--- src/rtl/pipeline_stage_chain_pkg.sv ---
// Shared types for the elastic pipeline-register chain.
package pipe_types;

    typedef enum bit {
        pipe_lockstep = 1'b0,
        pipe_elastic  = 1'b1
    } pipe_mode_t;

    function automatic int clog2_plus1(input int n);
        return $clog2(n + 1);
    endfunction

endpackage

--- src/rtl/pipeline_stage_chain_slot.sv ---
// One chain slot: a valid bit plus an opaque payload register.
module pipe_slot #(
    parameter int WIDTH = 64
) (
    input  logic             clk,
    input  logic             rst,
    input  logic             load,
    input  logic             clear,
    input  logic             valid_d,
    input  logic [WIDTH-1:0] data_d,
    output logic             valid,
    output logic [WIDTH-1:0] data
);

    always_ff @(posedge clk or posedge rst) begin
        if (rst) begin
            valid <= 1'b0;
            data  <= '0;
        end else begin
            if (clear)
                valid <= 1'b0;
            else if (load)
                valid <= valid_d;
            // payload only moves with a real item; flush leaves it alone
            if (load && valid_d)
                data <= data_d;
        end
    end

endmodule

--- src/rtl/pipeline_stage_chain.sv ---
// DEPTH-slot valid/ready register chain with flush; bubble-collapsing or lockstep stall.
module pipeline_stage_chain
    import pipe_types::*;
#(
    parameter int         WIDTH   = 64,
    parameter int         DEPTH   = 2,
    parameter pipe_mode_t ELASTIC = pipe_elastic
) (
    input  logic                              clk,
    input  logic                              rst,
    input  logic                              in_valid,
    output logic                              in_ready,
    input  logic [WIDTH-1:0]                  in_data,
    output logic                              out_valid,
    input  logic                              out_ready,
    output logic [WIDTH-1:0]                  out_data,
    input  logic                              flush,
    output logic [DEPTH-1:0]                  slot_valid,
    output logic [clog2_plus1(DEPTH)-1:0]     count
);

    localparam int CW = clog2_plus1(DEPTH);

    logic [DEPTH-1:0] v;
    logic [DEPTH-1:0] load;
    logic [WIDTH-1:0] q [DEPTH];

    // Ready ripples from the head back to the entry slot.
    always_comb begin
        logic ds;
        load = '0;
        ds   = out_ready;
        for (int i = DEPTH - 1; i >= 0; i--) begin
            if (ELASTIC == pipe_elastic) begin
                load[i] = !v[i] || ds;
                ds      = load[i];
            end else begin
                load[i] = out_ready || !v[DEPTH-1];
            end
        end
    end

    for (genvar i = 0; i < DEPTH; i++) begin : g_slot
        if (i == 0) begin : g_entry
            pipe_slot #(.WIDTH(WIDTH)) u_slot (
                .clk     (clk),
                .rst     (rst),
                .load    (load[0]),
                .clear   (flush),
                .valid_d (in_valid),
                .data_d  (in_data),
                .valid   (v[0]),
                .data    (q[0])
            );
        end else begin : g_body
            pipe_slot #(.WIDTH(WIDTH)) u_slot (
                .clk     (clk),
                .rst     (rst),
                .load    (load[i]),
                .clear   (flush),
                .valid_d (v[i-1]),
                .data_d  (q[i-1]),
                .valid   (v[i]),
                .data    (q[i])
            );
        end
    end

    always_comb begin
        count = '0;
        for (int i = 0; i < DEPTH; i++)
            count = count + CW'(v[i]);
    end

    assign in_ready   = load[0];
    assign out_valid  = v[DEPTH-1];
    assign out_data   = q[DEPTH-1];
    assign slot_valid = v;

endmodule

--- config.mk ---
export PLATFORM = sky130hd
export DESIGN_NAME = pipeline_stage_chain
export DESIGN_NICKNAME = d
export VERILOG_FILES = /design/src/rtl/pipeline_stage_chain_pkg.sv /design/src/rtl/pipeline_stage_chain_slot.sv /design/src/rtl/pipeline_stage_chain.sv
export SDC_FILE = /design/constraint.sdc
export NUM_CORES = 1
export LEC_CHECK = 0
export CORE_UTILIZATION = 48
export CTS_CLUSTER_DIAMETER = 40
export DETAILED_ROUTE_END_ITERATION = 16
export PLACE_DENSITY = 0.91
export SLEW_MARGIN = 20
export SYNTH_ARGS = -nofsm -noshare
export SYNTH_HDL_FRONTEND = slang
export SYNTH_HIERARCHICAL = 1
export SYNTH_SLANG_ARGS = --single-unit
--- constraint.sdc ---
create_clock -name clk -period 2.94 [get_ports clk]
set_input_delay 0.588 -clock clk [delete_from_list [all_inputs] [get_ports clk]]
set_output_delay 0.588 -clock clk [all_outputs]
set_load 0.005 [all_outputs]
==> impl_metrics.toml, run 1 <==
[layout]
fillers = 688
nNetsFinal = 504
antenna_cells = 0
drive_gt1_share_pct = 38.0
area_delta_synth_final_pct = 41.4
stdcell_area_um2 = 7460
fin_cells = 583

[timing]
final_max_slew_viol_count = 0
rsz0062_at_grt = "no"
setup_viol = 0
fmax_mhz = 414
skew_ps = 10.5
hold-worst-slack_ps = 490
finalCritPeriodShare_pct = 82.1
min_period_ps = 2410
fin_setup_tns_ps = 0
worstMarginPinSlew_ps = 570
hold_viol_final = 0
slew_headroom_pct = 61.9
finalWorstSetupSlack_ps = 526

[logic_synthesis]
synth_edf_count = 0
async_flop_share_pct = 100
post-synth-top-count-cell = "dfrtp_1"
synth.avg_cell_area_um2 = 18.6
ys.flop_type = "dfrtp_1"
ys_ff_latch = 130
synth_cell_types = 12
netlist.area_leader.share_pct = 61.6
synth_warnings = 6
syn-num-nets = 354
postSynthCellCount = 284
synthTopCellsByArea = "dfrtp_1 (62%), mux2_4 (28%), mux2_2 (6.4%), buf_6 (2.6%), nand2b_1 (0.36%)"
netlist_area_um2 = 5280
seq_area_frac_synth_pct = 61.6
yosysTopAreaCell = "dfrtp_1"
synthTopCellsByCount = "dfrtp_1 (130), mux2_4 (98), mux2_2 (30)"

[place]
dp.cells = 551
dp_hpwl_um = 7230
place_congestion = 0.710
placed_area_um2 = 6820
dp_slack_ps = 548
port_buffers = 138

[routing]
via_per_inst = 5.00
via_count = 2913
drt_iter0_drc = 72
wirelength_um = 10800
wl_per_cell_um = 18.6
remaining_drc_errors = 0
drt.antenna.violating_nets = 0
firstDrtPassIters = 4

[power_and_ir_drop]
p_leak_uw = 0.00344
power.density_nw_per_um2 = 752
p_clk_share_pct = 40.6
switching_share_pct = 22.0
sequentialPowerShare_pct = 40.2
netSwitchingPower_uw = 1230
p_comb_share_pct = 19.2
ir_drop_v = 0.000519
internal_power_uw = 4380

[clock_tree]
cts_sinks = 130
clockBufferDepth = 2
clkSlewWorstSetupHoldPaths_ps = 60
post_cts_resized = 0
tritoncts = "yes"
cts_setup_buffers = 0
cts-buffers-inserted = 17
htree_levels = 4
clkLatencyLatePin_ps = 490
cts-root-buf = "clkbuf_8"
ctsHoldBuffers = 0

[hold_path]
hold_path.class = "input pin to async pin"

[setup_path]
cp.arrival_ps = 1830
r2r-end = "g_slot[0].g_entry.u_slot/data[22]$_DFFE_PP0P_"
start_kind = "input pin"
r2r_setup_slack_ps = 1350
rr_worst_depth = 4
critical_path_class = "input pin to primary output"
worstPathRequired_ps = 2350
cp-end-kind = "primary output"
r2r-start = "g_slot[0].g_entry.u_slot/valid$_DFFE_PP0P_"
critPathMaxFanout = 3

[grt]
first_global_vias = 3485
track_usage_pct = 20.4
grt_max_degree = 34
overflow = 0
grt_pass1_wl_um = 17700
antenna_found_initial = 0

[die]
core_area_um2 = 10500
dieArea_um2 = 11400
io_pins = 139
rows = 37
die_h_um = 107
die_x_um = 107
start_util_pct = 50.2

[outcome]
status = "completed"

[flow_run]
cap_violations = 0
[critical path: stages]
cell and delay [ps]:
clkdlybuf4s50_1 480, nand3b_1 210, clkdlybuf4s50_1 540
[final cells by class]
type	instances	area, um^2	share of cell area [%]
clock buffer	21	449	6.02
clock inverter	11	200	2.68
inverter	2	7.51	0.101
multi-input combinational	137	1880	25.2
sequential	130	3250	43.6
tap	136	170	2.28
timing repair buffer	146	1500	20.1
[routing by layer]
layer / vias to the layer above / wire [um] / GRT usage [%]
met1: 1522 / 4500 / 23.8
met2: 91 / 5620 / 35.7
met3: 8 / 593 / 6.99
li1: 1292 / - / -
met5: - / 0 / 0
met4: 0 / 126 / 5.68
[cell usage in the layout (no fill, tap or decap)]
master / count
clkdlybuf4s50_1: 138
dfrtp_1: 130
mux2_4: 98
mux2_2: 30
clkbuf_16: 16
bufinv_16: 5
buf_12: 5
nand2b_1: 3
clkbuf_8: 3
buf_4: 3
clkinvlp_4: 2
clkinv_4: 2
clkbuf_1: 2
inv_6: 2
nand2_4: 2
inv_2: 2
a21oi_1: 2
nand3b_1: 1
ha_1: 1
[logic make-up after synthesis]
| logic type | Yosys count | synth area share (%) |
|---|---|---|
| fa+ha+maj | 1 | 0.237 |
| simple gates | 6 | 0.640 |
| compound gates | 2 | 0.190 |
| mux | 128 | 34.3 |
| buf+inv | 17 | 3.03 |
| flops | 130 | 61.6 |
[worst max-delay path by stage]
stage               depth (start not counted)      start  slack (ps)                                           end
finish                                      3  out_ready         530                                      in_ready
CTS                                         3  out_ready         530                                      in_ready
floorplan                                   1        rst         730  g_slot[0].g_entry.u_slot/data[0]$_DFFE_PP0P_
detailed placement                          3  out_ready         550                                      in_ready
global route                                3  out_ready         490                                      in_ready
global placement                            3  out_ready         590                                      in_ready
[power by group through the flow]
stage	logic (uW)	registers (uW)	clock network (uW)
after floorplan	496	2260	0
after global placement	1050	2260	0
after detailed placement	1080	2280	0
after CTS	1090	2250	2320
after global routing	1150	2290	2410
final	1080	2250	2280
[state kept, by name (all words and copies together) (netlist names)]
register / flops
g_slot.g_entry.u_slot/data: 64
g_slot.g_body.u_slot/data: 64
g_slot.g_entry.u_slot/valid: 1
g_slot.g_body.u_slot/valid: 1
[per-stage QoR]
stage | power, uW | util (%)
floorplan | 2750 | -
global placement | 3310 | 64.9
detailed placement | 3360 | 64.9
CTS | 5660 | 71.0
global route | 5840 | 71.0
finish | 5610 | 71.0
Power figures use the tool's default switching activity.
==> run 2: changes to the inputs <==
- CORE_UTILIZATION: 48 -> 44
- PLACE_DENSITY: 0.91 -> 0.88
- clock period: 2.94 -> 2 ns (I/O delays scaled with it)
==> impl_metrics.toml, run 2 (synthesized netlist as in run 1, its figures left out) <==
[outcome]
status = "complete, but fails checks"
failed_checks = "DRC"

[layout]
final_common_cell = "clkdlybuf4s50_1"
fin_cells = 591
fillers = 812
reg_top3 = "g_slot.g_entry.u_slot/data (64), g_slot.g_body.u_slot/data (64)"
drive_gt1_share_pct = 38.6
antenna_cells = 0
area_delta_synth_final_pct = 41.7
final_cell_mix = "clkdlybuf4s50_1 (136), dfrtp_1 (129), mux2_4 (98)"
nNetsFinal = 507

[clock_tree]
htree_levels = 4
clkSlewWorstSetupHoldPaths_ps = 60
clkLatencyLatePin_ps = 420
tritoncts = "yes"
clockBufferDepth = 2
cts-root-buf = "clkbuf_16"
ctsHoldBuffers = 0
cts_sinks = 130
cts-buffers-inserted = 17

[power_and_ir_drop]
ir_drop_v = 0.000489
p_leak_uw = 0.00344
power.density_nw_per_um2 = 1050

[timing]
hold_viol_final = 0
slew_headroom_pct = 69.4
fmax_mhz = 532
final_max_slew_viol_count = 0
worstMarginPinSlew_ps = 458
fin_setup_tns_ps = 0
min_period_ps = 1880
skew_ps = 10.2
setup_viol = 0
finalCritPeriodShare_pct = 94.0
rsz0062_at_grt = "no"

[setup_path]
cp.arrival_ps = 1480
r2r-start = "g_slot[1].g_body.u_slot/valid$_DFFE_PP0P_"
r2r-end = "g_slot[1].g_body.u_slot/data[26]$_DFFE_PP0P_"
critPathMaxFanout = 4
start_kind = "register"
cp-end-kind = "primary output"
r2r_setup_slack_ps = 470
rr_worst_depth = 5
critical_path_class = "register to primary output"
worstPathRequired_ps = 1600

[grt]
overflow = 0
grt_util_met3_pct = 6.91
track_usage_pct = 18.2
grt_max_degree = 35
grt_pass1_wl_um = 17100
met1_usage_pct = 21.4
met2_usage_pct = 29.3
first_global_vias = 3245
antenna_found_initial = 0
busiest_layer = "met2"

[place]
place_congestion = 0.714
dp.cells = 559
port_buffers = 138
dp_hpwl_um = 6890

[routing]
via_per_inst = 4.92
wirelength_um = 10400
firstDrtPassIters = 10
wl_per_cell_um = 17.6
remaining_drc_errors = 9
via_count = 2910
drt.antenna.violating_nets = 0
drt_iter0_drc = 145

[die]
rows = 39
dieArea_um2 = 12400
die_x_um = 112
core_area_um2 = 11600
start_util_pct = 45.6
io_pins = 139
die_h_um = 112

[flow_run]
cap_violations = 0

[hold_path]
hold_path.class = "input pin to async pin"
run 2: layout make-up:
type	instances	area, um^2	share of cell area [%]
Inverter	2	15.0	0.201
Tap cell	143	179	2.39
Clock inverter	4	45.0	0.602
Sequential cell	130	3250	43.5
Clock buffer	26	539	7.21
Timing Repair Buffer	149	1570	20.9
Multi-Input combinational cell	137	1880	25.1
run 2: worst max path at each step:
stage,start,end,slack [ps]
detailed placement,out_ready,in_ready,40
global placement,out_ready,in_ready,30
floorplan,out_ready,g_slot[0].g_entry.u_slot/data[0]$_DFFE_PP0P_,580
CTS,out_ready,in_ready,30
global route,g_slot[1].g_body.u_slot/valid$_DFFE_PP0P_,count[1],30
finish,g_slot[1].g_body.u_slot/valid$_DFFE_PP0P_,count[1],120
run 2: critical path: stages (launching register included):
cell,delay [ps]
dfrtp_1,420
ha_1,210
clkdlybuf4s50_1,440
run 2: metrics by stage:
stage	instance area [um^2]	setup slack, ps	total power (uW)	util [%]	hold slack, ps
after global routing	7480	30.3	8240	64.7	415
after global placement	6880	33.2	4880	59.5	483
after CTS	7480	26.5	7980	64.6	400
final	7480	120	7890	64.7	410
after floorplan	5290	579	4050	-	463
after detailed placement	6880	35.5	4940	59.5	492
run 2: per-layer routing:
layer	part of all wire, %	vias up
li1	-	1296
met1	43	1495
met2	49	99
met3	6.2	20
met4	2.0	0
met5	0	-
run 2: timing repair:
action | 4_1_cts | 5_1_grt
pin swaps | 0 | 0
endpoints found under the setup margin | 2 | 1
endpoints found under the hold margin | 0 | 0
resized for setup | 2 | 1
buffers inserted | 2 | 0
run 2: where the power goes:
group | internal [uW] | switching [uW] | total [uW] | leakage [uW]
Sequential | 3060 | 252 | 3310 | 0.00153
Combinational | 1160 | 427 | 1590 | 0.00162
Clock | 1950 | 1040 | 2990 | 0.000294
Total | 6170 | 1720 | 7890 | 0.00344
